### config.mk
export PLATFORM = sky130hd
export DESIGN_NAME = mips_cpu_lsu
export DESIGN_NICKNAME = d
export VERILOG_FILES = /design/src/rtl/mips_cpu_lsu.sv
export SDC_FILE = /design/constraint.sdc
export NUM_CORES = 1
export LEC_CHECK = 0
export CAP_MARGIN = 25
export CORE_ASPECT_RATIO = 0.6
export CORE_MARGIN = 5
export CORE_UTILIZATION = 45
export DETAILED_ROUTE_END_ITERATION = 8
export GPL_TIMING_DRIVEN = 0
export PLACE_DENSITY = 0.86
export SLEW_MARGIN = 5
export SYNTH_ARGS = -nofsm -noshare
export SYNTH_HDL_FRONTEND = slang
export SYNTH_SLANG_ARGS = --single-unit
### constraint.sdc
create_clock -name clk -period 2.5 [get_ports clk]
set_input_delay 0.375 -clock clk [delete_from_list [all_inputs] [get_ports clk]]
set_output_delay 0.375 -clock clk [all_outputs]
set_load 0.05 [all_outputs]
### src/rtl/mips_cpu_lsu.sv
// mips_cpu_lsu
//   Load/store unit sitting between the execute stage and a single-ported,
//   big-endian data memory that supports full-word writes only.
//   Sub-word stores are done as read-modify-write. LWL/LWR merge memory bytes
//   into the old rt value.
// Ports
//   clk, reset                     clock, synchronous active-high reset
//   req_valid/op/addr/wdata/rt_old request from execute; accepted when !busy
//   busy                           1 whenever a request is in flight
//   done_valid/done_rdata/done_err one-cycle completion pulse and result
//   data_address/read/write/writedata, data_readdata  memory port
module mips_cpu_lsu (
    input  logic        clk,
    input  logic        reset,
    input  logic        req_valid,
    input  logic [3:0]  req_op,
    input  logic [31:0] req_addr,
    input  logic [31:0] req_wdata,
    input  logic [31:0] req_rt_old,
    output logic        busy,
    output logic        done_valid,
    output logic [31:0] done_rdata,
    output logic        done_err,
    output logic [31:0] data_address,
    output logic        data_read,
    output logic        data_write,
    output logic [31:0] data_writedata,
    input  logic [31:0] data_readdata
);

    localparam logic [3:0] OP_LB  = 4'h0;
    localparam logic [3:0] OP_LBU = 4'h1;
    localparam logic [3:0] OP_LH  = 4'h2;
    localparam logic [3:0] OP_LHU = 4'h3;
    localparam logic [3:0] OP_LW  = 4'h4;
    localparam logic [3:0] OP_LWL = 4'h5;
    localparam logic [3:0] OP_LWR = 4'h6;
    localparam logic [3:0] OP_SB  = 4'h8;
    localparam logic [3:0] OP_SH  = 4'h9;
    localparam logic [3:0] OP_SW  = 4'hA;

    typedef enum logic [2:0] {
        S_IDLE  = 3'd0,
        S_LOAD  = 3'd1,
        S_ST_RD = 3'd2,
        S_ST_WR = 3'd3,
        S_ERR   = 3'd4
    } state_t;

    function automatic logic op_legal(input logic [3:0] op);
        case (op)
            OP_LB, OP_LBU, OP_LH, OP_LHU, OP_LW, OP_LWL, OP_LWR,
            OP_SB, OP_SH, OP_SW: op_legal = 1'b1;
            default:             op_legal = 1'b0;
        endcase
    endfunction

    function automatic logic op_is_load(input logic [3:0] op);
        case (op)
            OP_LB, OP_LBU, OP_LH, OP_LHU, OP_LW, OP_LWL, OP_LWR: op_is_load = 1'b1;
            default:                                             op_is_load = 1'b0;
        endcase
    endfunction

    function automatic logic misaligned(input logic [3:0] op, input logic [1:0] n);
        case (op)
            OP_LH, OP_LHU, OP_SH: misaligned = n[0];
            OP_LW, OP_SW:         misaligned = |n;
            default:              misaligned = 1'b0;
        endcase
    endfunction

    // Big-endian lane extraction: byte n lives at bits [31-8n -: 8].
    function automatic logic [31:0] load_extract(input logic [3:0] op, input logic [1:0] n,
                                                 input logic [31:0] mem, input logic [31:0] rt);
        logic [4:0]  sh_l;
        logic [4:0]  sh_r;
        logic [7:0]  b;
        logic [15:0] h;
        sh_l = {n, 3'b000};
        sh_r = 5'd24 - sh_l;
        b    = 8'(mem >> sh_r);
        h    = 16'(mem >> (n[1] ? 5'd0 : 5'd16));
        case (op)
            OP_LB:   load_extract = {{24{b[7]}}, b};
            OP_LBU:  load_extract = {24'h0, b};
            OP_LH:   load_extract = {{16{h[15]}}, h};
            OP_LHU:  load_extract = {16'h0, h};
            OP_LW:   load_extract = mem;
            OP_LWL:  load_extract = (mem << sh_l) | (rt & ((32'h1 << sh_l) - 32'h1));
            OP_LWR:  load_extract = (mem >> sh_r) | (rt & ~(32'hFFFF_FFFF >> sh_r));
            default: load_extract = 32'h0;
        endcase
    endfunction

    // Splice store data into the word read during ST_RD.
    function automatic logic [31:0] store_merge(input logic [3:0] op, input logic [1:0] n,
                                                input logic [31:0] mem, input logic [31:0] wd);
        logic [4:0] sh_b;
        logic [4:0] sh_h;
        sh_b = 5'd24 - {n, 3'b000};
        sh_h = n[1] ? 5'd0 : 5'd16;
        case (op)
            OP_SB:   store_merge = (mem & ~(32'h0000_00FF << sh_b)) | ({24'h0, wd[7:0]} << sh_b);
            OP_SH:   store_merge = (mem & ~(32'h0000_FFFF << sh_h)) | ({16'h0, wd[15:0]} << sh_h);
            default: store_merge = mem;
        endcase
    endfunction

    state_t      state_r;
    state_t      state_next_s;
    logic [3:0]  op_r;
    logic [31:0] addr_r;
    logic [31:0] wdata_r;
    logic [31:0] rt_old_r;
    logic        accept_s;
    logic [31:0] addr_src_s;
    logic        busy_s;
    logic        done_valid_s;
    logic        done_err_s;
    logic [31:0] done_rdata_s;
    logic [31:0] data_address_s;
    logic        data_read_s;
    logic        data_write_s;
    logic [31:0] data_writedata_s;

    assign accept_s = req_valid && (state_r == S_IDLE);

    // State and registered outputs; the output registers hold the memory-port
    // values for the state being entered, so the strobes line up with the state.
    always_ff @(posedge clk) begin
        if (reset) begin
            state_r        <= S_IDLE;
            busy           <= 1'b0;
            done_valid     <= 1'b0;
            done_err       <= 1'b0;
            done_rdata     <= 32'h0;
            data_address   <= 32'h0;
            data_read      <= 1'b0;
            data_write     <= 1'b0;
            data_writedata <= 32'h0;
        end else begin
            state_r        <= state_next_s;
            busy           <= busy_s;
            done_valid     <= done_valid_s;
            done_err       <= done_err_s;
            done_rdata     <= done_rdata_s;
            data_address   <= data_address_s;
            data_read      <= data_read_s;
            data_write     <= data_write_s;
            data_writedata <= data_writedata_s;
        end
    end

    // Request register: captured only on accept, frozen while busy.
    always_ff @(posedge clk) begin
        if (reset) begin
            op_r     <= 4'h0;
            addr_r   <= 32'h0;
            wdata_r  <= 32'h0;
            rt_old_r <= 32'h0;
        end else if (accept_s) begin
            op_r     <= req_op;
            addr_r   <= req_addr;
            wdata_r  <= req_wdata;
            rt_old_r <= req_rt_old;
        end else begin
            op_r     <= op_r;
            addr_r   <= addr_r;
            wdata_r  <= wdata_r;
            rt_old_r <= rt_old_r;
        end
    end

    // Next-state decode; the IDLE decision uses the live request inputs.
    always_comb begin
        state_next_s = S_IDLE;
        case (state_r)
            S_IDLE: begin
                if (!accept_s) begin
                    state_next_s = S_IDLE;
                end else if (!op_legal(req_op) || misaligned(req_op, req_addr[1:0])) begin
                    state_next_s = S_ERR;
                end else if (op_is_load(req_op)) begin
                    state_next_s = S_LOAD;
                end else if (req_op == OP_SW) begin
                    state_next_s = S_ST_WR;
                end else begin
                    state_next_s = S_ST_RD;
                end
            end
            S_LOAD:  state_next_s = S_IDLE;
            S_ST_RD: state_next_s = S_ST_WR;
            S_ST_WR: state_next_s = S_IDLE;
            S_ERR:   state_next_s = S_IDLE;
            default: state_next_s = S_IDLE;
        endcase
    end

    // Next values of the output registers.
    always_comb begin
        addr_src_s   = (state_r == S_IDLE) ? req_addr : addr_r;
        busy_s       = (state_next_s != S_IDLE);
        done_valid_s = (state_r == S_LOAD) || (state_r == S_ST_WR) || (state_r == S_ERR);
        done_err_s   = (state_r == S_ERR);
        data_read_s  = (state_next_s == S_LOAD) || (state_next_s == S_ST_RD);
        data_write_s = (state_next_s == S_ST_WR);
        if (state_r == S_LOAD) begin
            done_rdata_s = load_extract(op_r, addr_r[1:0], data_readdata, rt_old_r);
        end else begin
            done_rdata_s = 32'h0;
        end
        if (data_read_s || data_write_s) begin
            data_address_s = {addr_src_s[31:2], 2'b00};
        end else begin
            data_address_s = 32'h0;
        end
        // SW goes straight from IDLE; SB/SH merge the word just read in ST_RD.
        if (!data_write_s) begin
            data_writedata_s = 32'h0;
        end else if (state_r == S_IDLE) begin
            data_writedata_s = req_wdata;
        end else begin
            data_writedata_s = store_merge(op_r, addr_r[1:0], data_readdata, wdata_r);
        end
    end

endmodule

Word-level counts from Yosys, hierarchy flattened
Memory sizes are Yosys's and may differ from the RTL's.
Cells that the tools add are included.
{ "totals": {"input_bits": 135, "n_memories": 1, "regBits": 188, "output_inout_bits": 101, "rom_bits": 16} }
{ "memory_table": {"columns": ["memory", "depth", "word_bits", "read_ports", "rd_clocked_by_memory_dff", "write_ports", "line_no", "source"], "rows": [
  ["(name not given)", 16, 1, 1, 0, 0, "51", "case (op)"]
]} }
{ "op_classes": {"n_reduce_logical": 18, "eq_ne": 23, "bitwise": 14, "add_sub_neg": 2, "shifts": 9, "n_mux": 19} }
{ "op_table": {"columns": ["op", "n"], "rows": [
  ["32-bit case mux with 7 select lines", 1],
  ["32-bit AND", 4],
  ["32-bit OR", 4],
  ["32-bit inverter", 3],
  ["32-bit 2-to-1 mux", 2],
  ["32-bit case mux with 2 select lines", 1],
  ["1-bit by 5-bit << shifter with 32-bit output, first input constant", 1],
  ["16-bit by 5-bit << shifter with 32-bit output", 1],
  ["16-bit by 5-bit << shifter with 32-bit output, first input constant", 1],
  ["32-bit by 5-bit << shifter with 32-bit output", 1],
  ["8-bit by 5-bit << shifter with 32-bit output", 1],
  ["8-bit by 5-bit << shifter with 32-bit output, first input constant", 1],
  ["32-bit by 5-bit right shift with 16-bit output", 1],
  ["32-bit by 5-bit right shift with 32-bit output", 1],
  ["32-bit by 5-bit right shift with 32-bit output, first input constant", 1],
  ["32-bit by 1-bit subtractor with 32-bit output, second input constant", 1],
  ["4-bit by 3-bit equality test with 1-bit output, second input constant", 6],
  ["4-bit by 2-bit equality test with 1-bit output, second input constant", 4],
  ["4-bit equality test, second input constant", 4],
  ["3-bit by 2-bit equality test with 1-bit output, second input constant", 4],
  ["2-bit OR reduction", 5],
  ["1-bit 2-to-1 mux", 9],
  ["4-bit by 1-bit equality test with 1-bit output, second input constant", 2],
  ["4-bit logical NOT", 2],
  ["other kinds (16)", 24]
]} }

Depth between registers and ports, before layout
Gate-level depths: netlist of run 1.
{ "logic_depth": {"word_depth": 18, "depth_mapped": 11} }

Worst setup path before layout of run 1
No wires, ideal clock.
{ "synth_timing": {"path_kind": "flip-flop to flip-flop", "start": "register addr_r[1]", "end": "register done_rdata[25]", "arrival_time_ns": 2.554, "period_less_slack_ns": 2.614, "setup_ns": 0.060, "required_ns": 2.440, "path_stages_with_launch": 12, "setup_slack_ns": -0.114, "cell_sequence": "dfxtp_1 > buf_2 > buf_2 > clkbuf_1 > clkbuf_1 > nand2b_1 > ha_1 > buf_1 > and3b_1 > o211ai_1 > a21oi_1 > a221o_1"} }
{ "synth_via": {"elab_chain_cells": 6} }
{ "synth_lines": {"columns": ["item", "line_no", "source"], "rows": [
  ["from (decl)", "113", "logic [31:0] addr_r;"],
  ["from (signal assigned)", "164", "addr_r <= req_addr;"],
  ["from (signal assigned)", "169", "addr_r <= addr_r;"],
  ["5-bit subtractor", "81", "sh_r = 5'd24 - sh_l;"],
  ["32-bit by 5-bit right shift with 32-bit output", "91", "OP_LWR: load_extract = (mem >> sh_r) | (rt & ~(32'hFFFF_FFFF >> sh_r));"],
  ["32-bit inverter", "91", null],
  ["32-bit AND", "91", null],
  ["32-bit OR", "91", null],
  ["32-bit case mux with 7 select lines *", "84", "case (op)"],
  ["to (signal assigned)", "147", "done_rdata <= done_rdata_s;"],
  ["to (decl)", "22", "output logic [31:0] done_rdata,"]
]} }
Every way passes the cells marked *; elsewhere a longest branch is shown, timed or not.
A chain may end at the register's enable or synchronous reset.

Worst setup path in the final report of run 1
Same ends and word-level chain as after synthesis.

==> reports/metrics.yaml, run 1 <==
cts_tree: "done"
power_mw: 8.15
drt_wl_total_mm: 36.1
htree_levels: 4
drc: 0
cp_slowest_cell: "dfxtp_1"
start_kind: "flip-flop"
combPwrFrac: 0.272
rsz0062_at_grt: "false"
critPathTopFamily: "compound AO/OA/AOI/OAI gates"
setup_ws_ns: 0.0581
first_pass_iters: 7
grt_pass1_vias: 9185
status: "complete, no violations"
placed_cell_area_um2: 11700
synth-edff-count: 0
finalInstanceArea_um2: 12400
yosys.area.top_type: "dfxtp_1"
worst_hold_slack_ns: 0.235
grt_max_degree: 20
hold_violations: 0
skew_ns: 0.0106
fill_cells: 1687
synth_cell_types: 59
viasPerCell: 6.08
synth_area_um2: 9020
critPathMaxStageDelay_ns: 0.35
grt-ovfl-total: 0
post-place-ws_ns: -0.989
wl_met2_mm: 14.6
fin_crit_sh: 0.977
numClockSinks: 186
grt_pass1_wl_mm: 53.5
synth_flop_cell: "dfxtp_1"
leakagePower_nw: 4.49
setup.worst_path.end_class: "flip-flop"
numCtsBuffers: 17
core_um2: 19900
area_growth_pct: 37.3
insertion_delay_ns: 0.45
grt_usage: 0.304
intPower_mw: 5.44
initial_utilization: 0.454
cp_cell_sequence: "buf_6, buf_8, clkbuf_8, nand2b_1, ha_4, and3b_1, o211ai_1, a21oi_2, buf_4, a221o_1"
tightest_slew_ns: 0.973
wl_per_cell_um: 23.0
antenna_left: 0
crit_required_ns: 2.83
ys_async_sr_fraction: 0
antenna_found_initial: 0
ys_ff_latch: 186
path_buf_inv: 4
clk_pin_slew_ns: 0.07
rows: 40
cp_data_arrival_time_ns: 2.77
synthCells: 1028
die_area_um2: 23100
final_layout_size_suffix_gt1_frac: 0.110
p_per_area_nw_per_um2: 658
switching_share: 0.333
dr_wl_met3_mm: 5.25
synth_warnings: 0
hpwl_mm: 27.3
r2r_slack_ns: 0.06
synth_top_area_share: 0.413
path_class: "reg -> reg"
setup_viol_count_final: 0
port_buffers: 228
drv_slew: 0
wl_met1_mm: 15.4
fin_util: 0.623
gp_congestion: 1.02
cap_violations: 0
dieWidth_um: 193
ys_top_cells_by_area: "dfxtp_1 (41%), nand2_1 (8.6%), mux2i_1 (6.5%)"
period_minus_slack_ns: 2.44
switching_power_mw: 2.71
clock_path_buffers: 2
die_y_um: 120
seqPwrFrac: 0.399
p_clk_frac: 0.329
drt_iter0_markers: 1180
vias: 9540
avgSynthCellArea_um2: 8.78
slew_headroom: 0.349
ios: 236
top_layer_used: "met4"
max_freq_mhz: 410
worst_hold_path_type: "in -> reg"
ctsRootBufferMaster: "clkbuf_16"
ir_drop_v: 0.000498
seq_area_frac_synth: 0.413
nets: 1419
cp_max_fo: 19
[stage by stage]
step,std cells,setup TNS (ns)
final,1569,0
after detailed placement,1531,-22.93
after CTS,1562,0
after floorplan,1029,0
after global placement,1530,-19.47
after global routing,1568,0
[layer usage]
metal / global-route usage / vias up
met5: 0 / -
met4: 0.0873 / 0
met3: 0.113 / 80
met2: 0.423 / 630
met1: 0.438 / 4575
li1: - / 4255
[cells in the mapped netlist, types with 2 or more instances]
library cell / instances
a21boi_0: 2
or3b_2: 3
nor4b_1: 4
nor2_1: 41
buf_2: 33
o21a_1: 2
a221o_1: 2
buf_1: 9
nand2b_1: 9
nor4_1: 52
buf_4: 4
or2_2: 4
nor3b_1: 5
a22o_1: 6
nand3b_1: 2
a31oi_1: 13
nor4bb_1: 6
or3_1: 2
buf_6: 3
clkbuf_1: 57
a21o_1: 2
a21oi_1: 109
and2_1: 7
mux2i_1: 59
o21ai_0: 15
nor2b_1: 9
o22ai_1: 2
a211oi_1: 19
a222oi_1: 8
mux2_2: 9
a32oi_1: 6
a22oi_1: 23
and3_1: 18
nor3_1: 5
o41ai_1: 3
mux4_2: 22
inv_1: 3
nor4b_2: 9
o211ai_1: 18
dfxtp_1: 186
nand2_1: 206
a221oi_1: 11
nand3_1: 4
[final cells by class]
class                           count  area (µm²)  area share
Clock buffer                       21         460      0.0372
Sequential cell                   186        3720       0.301
Multi-Input combinational cell    734        4850       0.391
Timing Repair Buffer              237        2350       0.189
Clock inverter                     10         109     0.00879
Antenna cell                        1        2.50    0.000202
Tap cell                          273         342      0.0276
Inverter                            3        11.3    0.000909
Buffer                            104         546      0.0440
[logic make-up after synthesis]
family | count (synthesis) | share of synthesized area
other | 1 | 0.000416
adders and majority gates | 1 | 0.00139
buffers and inverters | 109 | 0.0541
and+or+nand+nor | 391 | 0.218
AOI/OAI and AO/OA | 249 | 0.180
xor gates and xnor gates | 1 | 0.000971
muxes | 90 | 0.132
DFF | 186 | 0.413
[power by group through the flow]
stage          combinational (mW)  clock (mW)  sequential [mW]
2_1_floorplan                1.07           0             3.51
3_3_place_gp                 2.06           0             3.31
3_5_place_dp                 2.09           0             3.31
4_1_cts                      2.13        2.71             3.25
5_1_grt                      2.33        2.83             3.27
6_report                     2.22        2.68             3.25
[layout by cell type, fill, tap and decap left out, types with 4 or more instances in the layout]
cell type / count
clkdlybuf4s50_1: 228
nand2_1: 205
dfxtp_1: 186
a21oi_1: 107
mux2i_1: 59
clkbuf_1: 52
nor4_1: 52
nor2_1: 41
buf_2: 29
a22oi_1: 23
mux4_2: 22
a211oi_1: 18
o211ai_1: 18
and3_1: 18
clkbuf_16: 17
o21ai_0: 15
a31oi_1: 13
buf_4: 11
a221oi_1: 11
nand2b_1: 9
nor4b_2: 9
nor2b_1: 9
mux2_2: 9
buf_1: 8
a222oi_1: 8
and2_1: 7
a32oi_1: 6
a22o_1: 6
nor4bb_1: 6
buf_6: 5
nor3_1: 5
nor3b_1: 5
clkbuf_2: 5
nand3_1: 4
or2_2: 4
nor4b_1: 4
inv_6: 4
[worst min-delay path: cells and delay by family]
family / cells / cell delay [ns]
AND/OR/NAND/NOR: 1 / 0.07
buffers and inverters: 1 / 0.14
AO/OA/AOI/OAI: 1 / 0.05
[worst paths after layout]
check	startpoint	end	depth (start not counted)
max	addr_r[1]$_SDFFE_PP0P_	done_rdata[25]$_SDFF_PP0_	10
min reg2reg	wdata_r[14]$_SDFFE_PP0P_	wdata_r[14]$_SDFFE_PP0P_	2
min	req_op[0]	op_r[0]$_SDFFE_PP0P_	3
max reg2reg	addr_r[1]$_SDFFE_PP0P_	done_rdata[25]$_SDFF_PP0_	10
[repair_timing]
action / 4_1_cts / 5_1_grt
pin swaps: 3 / 3
cloned: 0 / 0
resized for setup: 19 / 15
setup buffers: 2 / 6
hold buffers: 0 / 0
setup endpoints to repair: 25 / 70
[sequential cells by signal, summed over array words and instances, names as in the netlist]
name and cells:
wdata_r 16, done_valid 1, state_r 3, done_err 1
data_writedata 32, rt_old_r 32, addr_r 32, data_address 30
data_read 1, done_rdata 32, op_r 4, busy 1
data_write 1
Note: power is estimated with default switching activity, not from simulation.
==> run 2, diff against run 1 <==
--- a/config.mk
+++ b/config.mk
@@ -10,9 +10,9 @@
 export CORE_MARGIN = 5
 export CORE_UTILIZATION = 45
 export DETAILED_ROUTE_END_ITERATION = 8
+export GPL_ROUTABILITY_DRIVEN = 0
 export GPL_TIMING_DRIVEN = 0
 export PLACE_DENSITY = 0.86
-export SLEW_MARGIN = 5
 export SYNTH_ARGS = -nofsm -noshare
 export SYNTH_HDL_FRONTEND = slang
 export SYNTH_SLANG_ARGS = --single-unit
==> run 2 against run 1 <==
  * The run now ends with DRC left
  * Clock power up 4%
  * Global-route usage fell by 1.3 points
  * Wire length decreased by 3.8%
  * Critical path depth decreased by 4
  * Final area down 0.31%
  * Core utilization shrank 0.20 points
  * Total power is 1.0% higher
  * Setup slack worse by 0.021 ns
  * Critical endpoint is now data_writedata[16]$_SDFF_PP0_
  * Highest routed layer unchanged
==> reports/metrics.yaml, run 2 (same netlist as run 1, synthesis figures left out) <==
p_per_area_nw_per_um2: 667  # +1.3%
first_pass_iters: 9  # +2
use_met2: 0.393  # -0.0298
layout_commonest_cell: "clkdlybuf4s50_1"
core_um2: 19900  # unchanged
dpl.cell_count: 1530  # -0.065%
path_buf_inv: 2  # -2
initial_utilization: 0.454  # unchanged
skew_ns: 0.0106  # +0.0000898 ns
antenna_found_initial: 0  # unchanged
critPathMaxStageDelay_ns: 0.62  # +0.27 ns
drv_slew: 0  # unchanged
grt_max_degree: 29  # +45%
clk_pin_slew_ns: 0.07  # about the same
ctsRootBufferMaster: "clkbuf_16"
rows: 40  # unchanged
die_area_um2: 23100  # unchanged
final_layout_size_suffix_gt1_frac: 0.109  # -0.000435
fin_crit_sh: 0.985  # +0.00859
grt_pass1_vias: 8926  # -2.8%
ios: 236  # unchanged
cp_data_arrival_time_ns: 2.77  # about the same
wl_per_cell_um: 22.2  # -3.5%
max_freq_mhz: 406  # -0.87%
start_kind: "flip-flop"
hold_violations: 0  # unchanged
clock_path_buffers: 2  # unchanged
rr_startpoint: "op_r[0]$_SDFFE_PP0P_"
path_class: "reg -> reg"
cts_tree: "done"
worst_hold_slack_ns: 0.266  # +0.0309 ns
antenna-diode-count: 0  # -1
leakagePower_nw: 4.49  # -0.19%
use_met3: 0.141  # +0.0282
final_cells: 1564  # -0.32%
crit_top_cell: "clkbuf_1"
cp.depth: 6  # -4
cp_max_fo: 10  # -9
nets: 1414  # -0.35%
ctsHoldBuffers: 0  # unchanged
critPathTopFamily: "buffers and inverters"
drc: 23  # +23
numClockSinks: 186  # unchanged
grt_pass1_wl_mm: 51.8  # -3.1%
viasPerCell: 6.18  # +1.6%
period_minus_slack_ns: 2.46  # +0.0215 ns
worst_hold_path_type: "in -> reg"
cp_cell_sequence: "or2_2, clkbuf_1, clkbuf_1, nand2_1, a211oi_1, nor4_1"
busiest_layer: "met1"
cap_violations: 0  # unchanged
drt_iter0_markers: 1316  # +12%
endpoint: "data_writedata[16]$_SDFF_PP0_"
drt_wl_total_mm: 34.7  # -3.8%
numCtsBuffers: 17  # unchanged
vias: 9663  # +1.3%
reg2reg_depth: 6  # -4
dieWidth_um: 193  # unchanged
area_growth_pct: 36.9
crit_start: "op_r[0]$_SDFFE_PP0P_"
die_y_um: 120  # unchanged
status: "finished, violations left"
htree_levels: 4  # unchanged
setup.worst_path.end_class: "flip-flop"
port_buffers: 228  # unchanged
hpwl_mm: 26.5  # -3.1%
slew_headroom: 0.399  # +0.0498
setup_viol_count_final: 0  # unchanged
grt-ovfl-total: 0  # unchanged
layout_common_cells: "clkdlybuf4s50_1 (228), nand2_1 (205), dfxtp_1 (186)"
ir_drop_v: 0.000508  # +2.0%
met1_usage: 0.405  # -0.0328
cp_slowest_cell: "a211oi_1"
rr_endpoint: "data_writedata[16]$_SDFF_PP0_"
fill_cells: 1671  # -0.95%
failed_checks: "DRC"
rsz0062_at_grt: "false"
insertion_delay_ns: 0.44  # about the same
antenna_left: 0  # unchanged
r2r_slack_ns: 0.04  # -0.02 ns
tightest_slew_ns: 0.899  # -0.0745 ns
crit_required_ns: 2.81  # -0.02 ns
grt_usage: 0.291  # -0.0134
[run 2: cell count changes in the layout (fill, tap and decap cells not counted), moves of 2 or more]
cell | before | now
buf_12 | 2 | 0
clkbuf_1 | 52 | 48
clkbuf_2 | 5 | 9
buf_4 | 11 | 9
[run 2: cell type report]
type                            count  area [µm²]  area share
Buffer                            103         504      0.0408
Clock buffer                       20         457      0.0370
Clock inverter                     12         153      0.0124
Inverter                            3        11.3    0.000912
Multi-Input combinational cell    734        4840       0.392
Sequential cell                   186        3720       0.302
Tap cell                          273         342      0.0277
Timing Repair Buffer              233        2320       0.188
[run 2: repair_timing]
action	CTS	global route
pin swaps	1	3
endpoints found under the setup margin	25	66
cloned	0	0
gates resized for setup	9	21
setup buffers	2	2
[run 2: stage by stage]
step	cell area, µm²	util	power, mW	setup slack (ns)	TNS (ns)
after floorplan	9030	-	4.58	0.0302	0
after global placement	11700	0.587	5.33	-0.749	-13.21
after detailed placement	11700	0.587	5.38	-0.821	-15.24
after CTS	12300	0.619	8.16	-0.00325	-0.00325
after global routing	12300	0.621	8.52	0.00342	0
final	12300	0.621	8.23	0.0367	0
[run 2: how the worst min path moves through the flow]
| stage | cells past startpoint | slack, ns | end | startpoint |
|---|---|---|---|---|
| 2_1_floorplan | 2 | 0.43 | wdata_r[10]$_SDFFE_PP0P_ | wdata_r[10]$_SDFFE_PP0P_ |
| 3_3_place_gp | 2 | 0.44 | addr_r[15]$_SDFFE_PP0P_ | addr_r[15]$_SDFFE_PP0P_ |
| 3_5_place_dp | 2 | 0.45 | wdata_r[14]$_SDFFE_PP0P_ | wdata_r[14]$_SDFFE_PP0P_ |
| 4_1_cts | 3 | 0.24 | op_r[0]$_SDFFE_PP0P_ | req_op[0] |
| 5_1_grt | 3 | 0.27 | op_r[0]$_SDFFE_PP0P_ | req_op[0] |
| 6_report | 3 | 0.27 | op_r[0]$_SDFFE_PP0P_ | req_op[0] |
[run 2: worst reg2reg max path: cells and delay by family (launching register included)]
kind / cells / cell delay (ns)
simple gates: 3 / 0.55
compound gates: 1 / 0.62
buf+inv: 2 / 0.63
flops: 1 / 0.54
[run 2: power by group]
| group | internal, mW | total (mW) | switching [mW] | leakage (nW) |
|---|---|---|---|---|
| registers | 3.14 | 3.26 | 0.114 | 1.52 |
| logic | 0.831 | 2.17 | 1.34 | 2.67 |
| clock network | 1.56 | 2.80 | 1.24 | 0.297 |
[run 2: per-layer routing]
metal  vias to the layer above  wire length (µm)
li1                       4256                 -
met1                      4506             14200
met2                       774             13600
met3                       127              5750
met4                         0              1170
met5                         -                 0
==> run 3, diff against run 2 <==
==> constraint.sdc (replaced) <==
create_clock -name clk -period 2.5 [get_ports clk]
set_input_delay 0.375 -clock clk [delete_from_list [all_inputs] [get_ports clk]]
set_output_delay 0.375 -clock clk [all_outputs]
set_load 0.1 [all_outputs]
==> results of run 3 <==
Same layout as run 2 (identical final DEF). Status: finished, violations left: DRC.
Among the figures that moved: total power 8.23 mW -> 8.49 mW
